==> src/rtl/m92_pic_nested.sv <==
// m92_pic_nested: nested-priority interrupt controller between M92 board sources and the V33.
// Build option: define PIC_ROTATE_EN to enable EOI-driven priority rotation.
module m92_pic_nested #(
  parameter int NUM_IRQ = 8,
  parameter int VEC_W   = 9
) (
  input  logic               clk,
  input  logic               reset_n,
  input  logic               ce,
  input  logic               cs,
  input  logic               wr,
  input  logic               rd,
  input  logic               a0,
  input  logic [7:0]         din,
  output logic [7:0]         dout,
  output logic               int_req,
  output logic [VEC_W-1:0]   int_vector,
  input  logic               int_ack,
  input  logic [NUM_IRQ-1:0] intp
);
  localparam logic [2:0] ST_UNINIT = 3'd0;
  localparam logic [2:0] ST_IW2    = 3'd1;
  localparam logic [2:0] ST_IW3    = 3'd2;
  localparam logic [2:0] ST_IW4    = 3'd3;
  localparam logic [2:0] ST_DONE   = 3'd4;
  localparam logic [7:0] CH_MASK   = 8'((9'd1 << NUM_IRQ) - 9'd1);

  logic [2:0] state;
  logic       level_mode, need_iw4, single, auto_eoi, read_isr;
  logic [4:0] vec_base;
  logic [7:0] irr, isr, imw, intp_latch, req_in;
  logic [2:0] req_ch, ptr;
  logic       wr_en, iw1_wr, cmd_wr, eoi_wr, sel_wr, ack;
  logic       win_found, top_found, eoi_hit;
  logic [2:0] win_ch, top_ch, eoi_ch;
  logic [7:0] eoi_clr, ack_bit, edge_set, irr_next, isr_next;
  logic       unused_ok;

  // Internal registers are 8 bits wide; channels above NUM_IRQ stay zero.
  assign req_in = 8'(intp) & CH_MASK;

  assign wr_en  = ce && cs && wr;
  assign iw1_wr = wr_en && !a0 && din[4];
  assign cmd_wr = wr_en && !a0 && !din[4] && (state == ST_DONE);
  assign eoi_wr = cmd_wr && !din[3];
  assign sel_wr = cmd_wr && din[3];
  assign ack    = ce && int_req && int_ack;

  assign dout      = a0 ? imw : (read_isr ? isr : irr);
  assign unused_ok = rd;

  // Walk channels from highest to lowest priority; an in-service channel
  // blocks itself and everything below it.
  always_comb begin
    logic [3:0] idx;
    idx       = '0;
    win_found = 1'b0;
    win_ch    = '0;
    top_found = 1'b0;
    top_ch    = '0;
    for (int i = 0; i < NUM_IRQ; i++) begin
      idx = {1'b0, ptr} + 4'(i);
      if (idx >= 4'(NUM_IRQ)) idx = idx - 4'(NUM_IRQ);
      if (!top_found && isr[idx[2:0]]) begin
        top_found = 1'b1;
        top_ch    = idx[2:0];
      end
      if (!top_found && !win_found && irr[idx[2:0]]) begin
        win_found = 1'b1;
        win_ch    = idx[2:0];
      end
    end
  end

  always_comb begin
    eoi_ch  = top_ch;
    eoi_hit = 1'b0;
    if (din[6]) begin
      eoi_ch  = din[2:0];
      eoi_hit = isr[din[2:0]];
    end else if (din[5]) begin
      eoi_hit = top_found;
    end
  end

  assign eoi_clr  = (eoi_wr && eoi_hit) ? (8'h01 << eoi_ch) : 8'h00;
  assign ack_bit  = 8'h01 << req_ch;
  assign edge_set = req_in & ~intp_latch & ~imw;
  // A fresh edge in the acknowledge cycle re-sets the bit the ack clears.
  assign irr_next = level_mode ? (req_in & ~imw)
                               : ((irr & ~(ack ? ack_bit : 8'h00)) | edge_set);
  assign isr_next = (isr & ~eoi_clr) | ((ack && !auto_eoi) ? ack_bit : 8'h00);

  always_ff @(posedge clk) begin
    if (!reset_n) begin
      state      <= ST_UNINIT;
      level_mode <= 1'b0;
      need_iw4   <= 1'b0;
      single     <= 1'b0;
      auto_eoi   <= 1'b0;
      read_isr   <= 1'b0;
      vec_base   <= '0;
      irr        <= '0;
      isr        <= '0;
      imw        <= '0;
      intp_latch <= '0;
      req_ch     <= '0;
      int_req    <= 1'b0;
      int_vector <= '0;
    end else if (ce) begin
      intp_latch <= req_in;
      if (iw1_wr) begin
        state      <= ST_IW2;
        level_mode <= din[3];
        single     <= din[1];
        need_iw4   <= din[0];
        auto_eoi   <= 1'b0;
        imw        <= '0;
        irr        <= '0;
        isr        <= '0;
        intp_latch <= '0;
        int_req    <= 1'b0;
      end else begin
        if (wr_en && a0) begin
          case (state)
            ST_IW2: begin
              vec_base <= din[7:3];
              if (!single)       state <= ST_IW3;
              else if (need_iw4) state <= ST_IW4;
              else               state <= ST_DONE;
            end
            ST_IW3:  state <= need_iw4 ? ST_IW4 : ST_DONE;
            ST_IW4: begin
              auto_eoi <= din[1];
              state    <= ST_DONE;
            end
            ST_DONE: imw <= din & CH_MASK;
            default: ;
          endcase
        end
        if (sel_wr && din[1]) read_isr <= din[0];
        if (state == ST_DONE) begin
          irr <= irr_next;
          isr <= isr_next;
          if (ack) begin
            int_req <= 1'b0;
          end else if (!int_req && win_found) begin
            int_req    <= 1'b1;
            req_ch     <= win_ch;
            int_vector <= VEC_W'({vec_base, win_ch, 2'b00});
          end
        end
      end
    end
  end

`ifdef PIC_ROTATE_EN
  // Clearing channel c makes c+1 the highest-priority channel.
  always_ff @(posedge clk) begin
    if (!reset_n) begin
      ptr <= '0;
    end else if (ce) begin
      if (iw1_wr)
        ptr <= '0;
      else if (eoi_wr && eoi_hit && din[7])
        ptr <= (eoi_ch == 3'(NUM_IRQ - 1)) ? 3'd0 : eoi_ch + 3'd1;
    end
  end
`else
  assign ptr = 3'd0;
`endif

endmodule
==> config.mk <==
export PLATFORM = sky130hd
export DESIGN_NAME = m92_pic_nested
export DESIGN_NICKNAME = d
export VERILOG_FILES = /design/src/rtl/m92_pic_nested.sv
export SDC_FILE = /design/constraint.sdc
export NUM_CORES = 1
export LEC_CHECK = 0
export BUFFER_PORTS_ARGS = -buffer_cell sky130_fd_sc_hd__buf_4
export CAP_MARGIN = 25
export CORE_ASPECT_RATIO = 0.75
export CORE_MARGIN = 3
export CORE_UTILIZATION = 45
export DETAILED_ROUTE_END_ITERATION = 10
export PLACE_DENSITY_LB_ADDON = 0.25
export REMOVE_ABC_BUFFERS = 1
export SETUP_SLACK_MARGIN = 0.3
export SYNTH_ARGS = -nofsm -noshare
export SYNTH_HDL_FRONTEND = slang
export SYNTH_SLANG_ARGS = --single-unit
==> constraint.sdc <==
create_clock -name clk -period 2.8 [get_ports clk]
set_clock_uncertainty 0.05 [all_clocks]
set_input_delay 0.56 -clock clk [delete_from_list [all_inputs] [get_ports clk]]
set_output_delay 0.56 -clock clk [all_outputs]
set_load 0.01 [all_outputs]
==> flow_summary.json <==
{
  "crit_type": "flip-flop to flip-flop",
  "outcome": "completed",
  "dieHeight_um": 74.8,
  "ys_seq_elements": 52,
  "dr.pass1.iters": 4,
  "start_kind": "flip-flop",
  "reg2reg_to": "isr[3]",
  "min-delay-start": "vec_base[1]",
  "start_util_pct": 47.6,
  "peakVddDrop_uv": 297,
  "gr-total-overflow": 0,
  "gp_congestion": 0.967,
  "viasPerCell": 5.90,
  "critPathMaxStageDelay_ns": 0.54,
  "netlist_instances": 343,
  "arrival_ns": 2.46,
  "power_per_cell_area_mw_per_mm2": 398,
  "dpl_cell_area_mm2": 0.00314,
  "cts_root_buffer": "clkbuf_8",
  "io_pins": 42,
  "holdPathEnd": "int_vector[6]",
  "r2r_cells": 5,
  "portBuffers": 38,
  "rrSetupSlack_ns": 0.48,
  "finalCritPeriodShare_pct": 82.8,
  "drive_gt1_share_pct": 14.8,
  "htree_levels": 2,
  "end_kind": "flip-flop",
  "die-area_mm2": 0.00732,
  "final_common_cell": "dfxtp_1",
  "holdBufCountCts": 0,
  "slew_headroom_pct": 46.3,
  "drv_cap": 0,
  "final_util_pct": 54.0,
  "hold_class": "flip-flop to flip-flop",
  "top_usage_layer": "met2",
  "mostFrequentLayoutCells": "dfxtp_1 (52), buf_4 (44), a21oi_1 (36), nor2_1 (32), nand2_1 (30)",
  "ant_nets": 0,
  "cts_resized": 0,
  "synth_edf_count": 0,
  "clock-sinks": 52,
  "tightest_slew_ns": 0.795,
  "yosysSeqAreaShare_pct": 36.6,
  "grt_start_max_net_pins": 23,
  "rows": 24,
  "area.growth.synth_to_final_pct": 13.4,
  "path_clk_slew_ns": 0.10,
  "final_area_mm2": 0.00322,
  "synth.avg_cell_area_um2": 8.29,
  "ys_async_sr_fraction_pct": 0,
  "drt_iter0_markers": 171,
  "post_cts_buffers": 0,
  "leakage_nw": 1.17,
  "finalMaxSlewViolations": 0,
  "hold_depth": 2,
  "tritoncts": "yes",
  "slowest_stage": "or4b_1",
  "grt_pass1_wl_mm": 12.6,
  "n_antenna_cell": 0,
  "whs_ns": 0.415,
  "fmax_mhz": 432,
  "place_hpwl_mm": 5.55,
  "path_cells": "nor4b_1, o31a_1, o2111ai_1, or4b_1, a32o_1",
  "period_minus_slack_ns": 2.32,
  "yosys_warnings": 0,
  "clockBufferDepth": 2,
  "clock_latency_ns": 0.30,
  "crit_fanout": 7,
  "critPathLaunch": "state[2]",
  "rsz0062_at_grt": "no",
  "grt_usage_pct": 21.5,
  "grt_util_met1_pct": 31.7,
  "synth_cell_type_count": 53,
  "core_region_area_mm2": 0.00598,
  "synthFlopType": "dfxtp_1",
  "finalHoldViolCount": 0,
  "reg2reg_from": "state[2]",
  "fill_cells": 564,
  "via_count": 2647,
  "wirelength_mm": 7.62,
  "cp.required_ns": 2.94,
  "fin_tns_setup_ns": 0,
  "cts_buffers": 5,
  "chipWidth_um": 97.8,
  "use_met2_pct": 33.5,
  "finalNetCount": 394,
  "drcViolationCount": 0,
  "avgRoutedWirePerCell_um": 17.0,
  "synth_area_mm2": 0.00284,
  "grt_antenna_before_repair": 0,
  "setup-violations-final": 0,
  "grt_pass1_vias": 2436,
  "gr-usage-met3_pct": 3.98
}
-- cell type report --
class	instances	area [um2]	area share (%)
clock buffer	7	76.3	2.37
inverter	5	18.8	0.582
multi-input combinational	262	1650	51.2
tap	78	97.6	3.03
sequential	52	1040	32.3
clock inverter	1	8.76	0.272
timing repair buffer	44	330	10.2
-- state kept, by name, indices dropped and copies added (netlist names) --
name,cells
auto_eoi,1
level_mode,1
read_isr,1
int_req,1
need_iw4,1
intp_latch,8
imw,8
vec_base,4
single,1
req_ch,2
int_vector,5
irr,8
state,3
isr,8
-- routing by layer --
layer / routed length [um] / up-vias
met5: 0 / -
met4: 102 / 0
met3: 479 / 10
met2: 3270 / 98
met1: 3770 / 1244
li1: - / 1295
-- worst max-delay path by stage --
stage	endpoint	slack (ns)
after detailed placement	isr[3]	0.33
after floorplan	isr[5]	0.55
after global routing	isr[6]	0.38
after global placement	isr[3]	0.35
after CTS	isr[3]	0.56
final	isr[3]	0.48
-- through the flow --
step	cells	setup WS, ns	power, W
5_1_grt	449	0.382	0.00133
4_1_cts	449	0.561	0.00129
2_1_floorplan	319	0.548	0.000809
3_5_place_dp	441	0.334	0.000872
3_3_place_gp	441	0.353	0.000870
6_report	449	0.483	0.00128
-- power by group --
group / internal [W] / switching (W)
Clock: 0.000179 / 0.000247
Combinational: 0.0000415 / 0.0000636
Sequential: 0.000746 / 0.00000491
Total: 0.000967 / 0.000315
-- cell families after synthesis --
group	count (synthesis)	share of synthesized area, %
flops	52	36.6
buf+inv	30	5.41
simple gates	145	27.6
compound gates	86	19.9
other cells	1	0.132
mux	29	10.3
-- critical path: cells and delay by family, from the launching register on --
family,cells,cell delay [ns]
AND/OR/NAND/NOR,2,1.05
AO/OA/AOI/OAI,3,0.67
flip-flops,1,0.44
-- Yosys cell counts, types with 6 or more instances --
cell type / instances / share of area (%)
buf_2: 6 / 1.1
a21oi_1: 36 / 6.3
nand2_1: 30 / 4.0
nor2_1: 32 / 4.2
nand2b_1: 18 / 4.0
clkbuf_1: 13 / 1.7
nand3_1: 14 / 2.5
nand4b_1: 8 / 2.5
dfxtp_1: 52 / 37
nor3_1: 6 / 1.1
mux2i_1: 28 / 9.9
nor2b_1: 6 / 1.3
o21ai_0: 21 / 3.7
No activity file was read; power rests on OpenSTA's default activity.
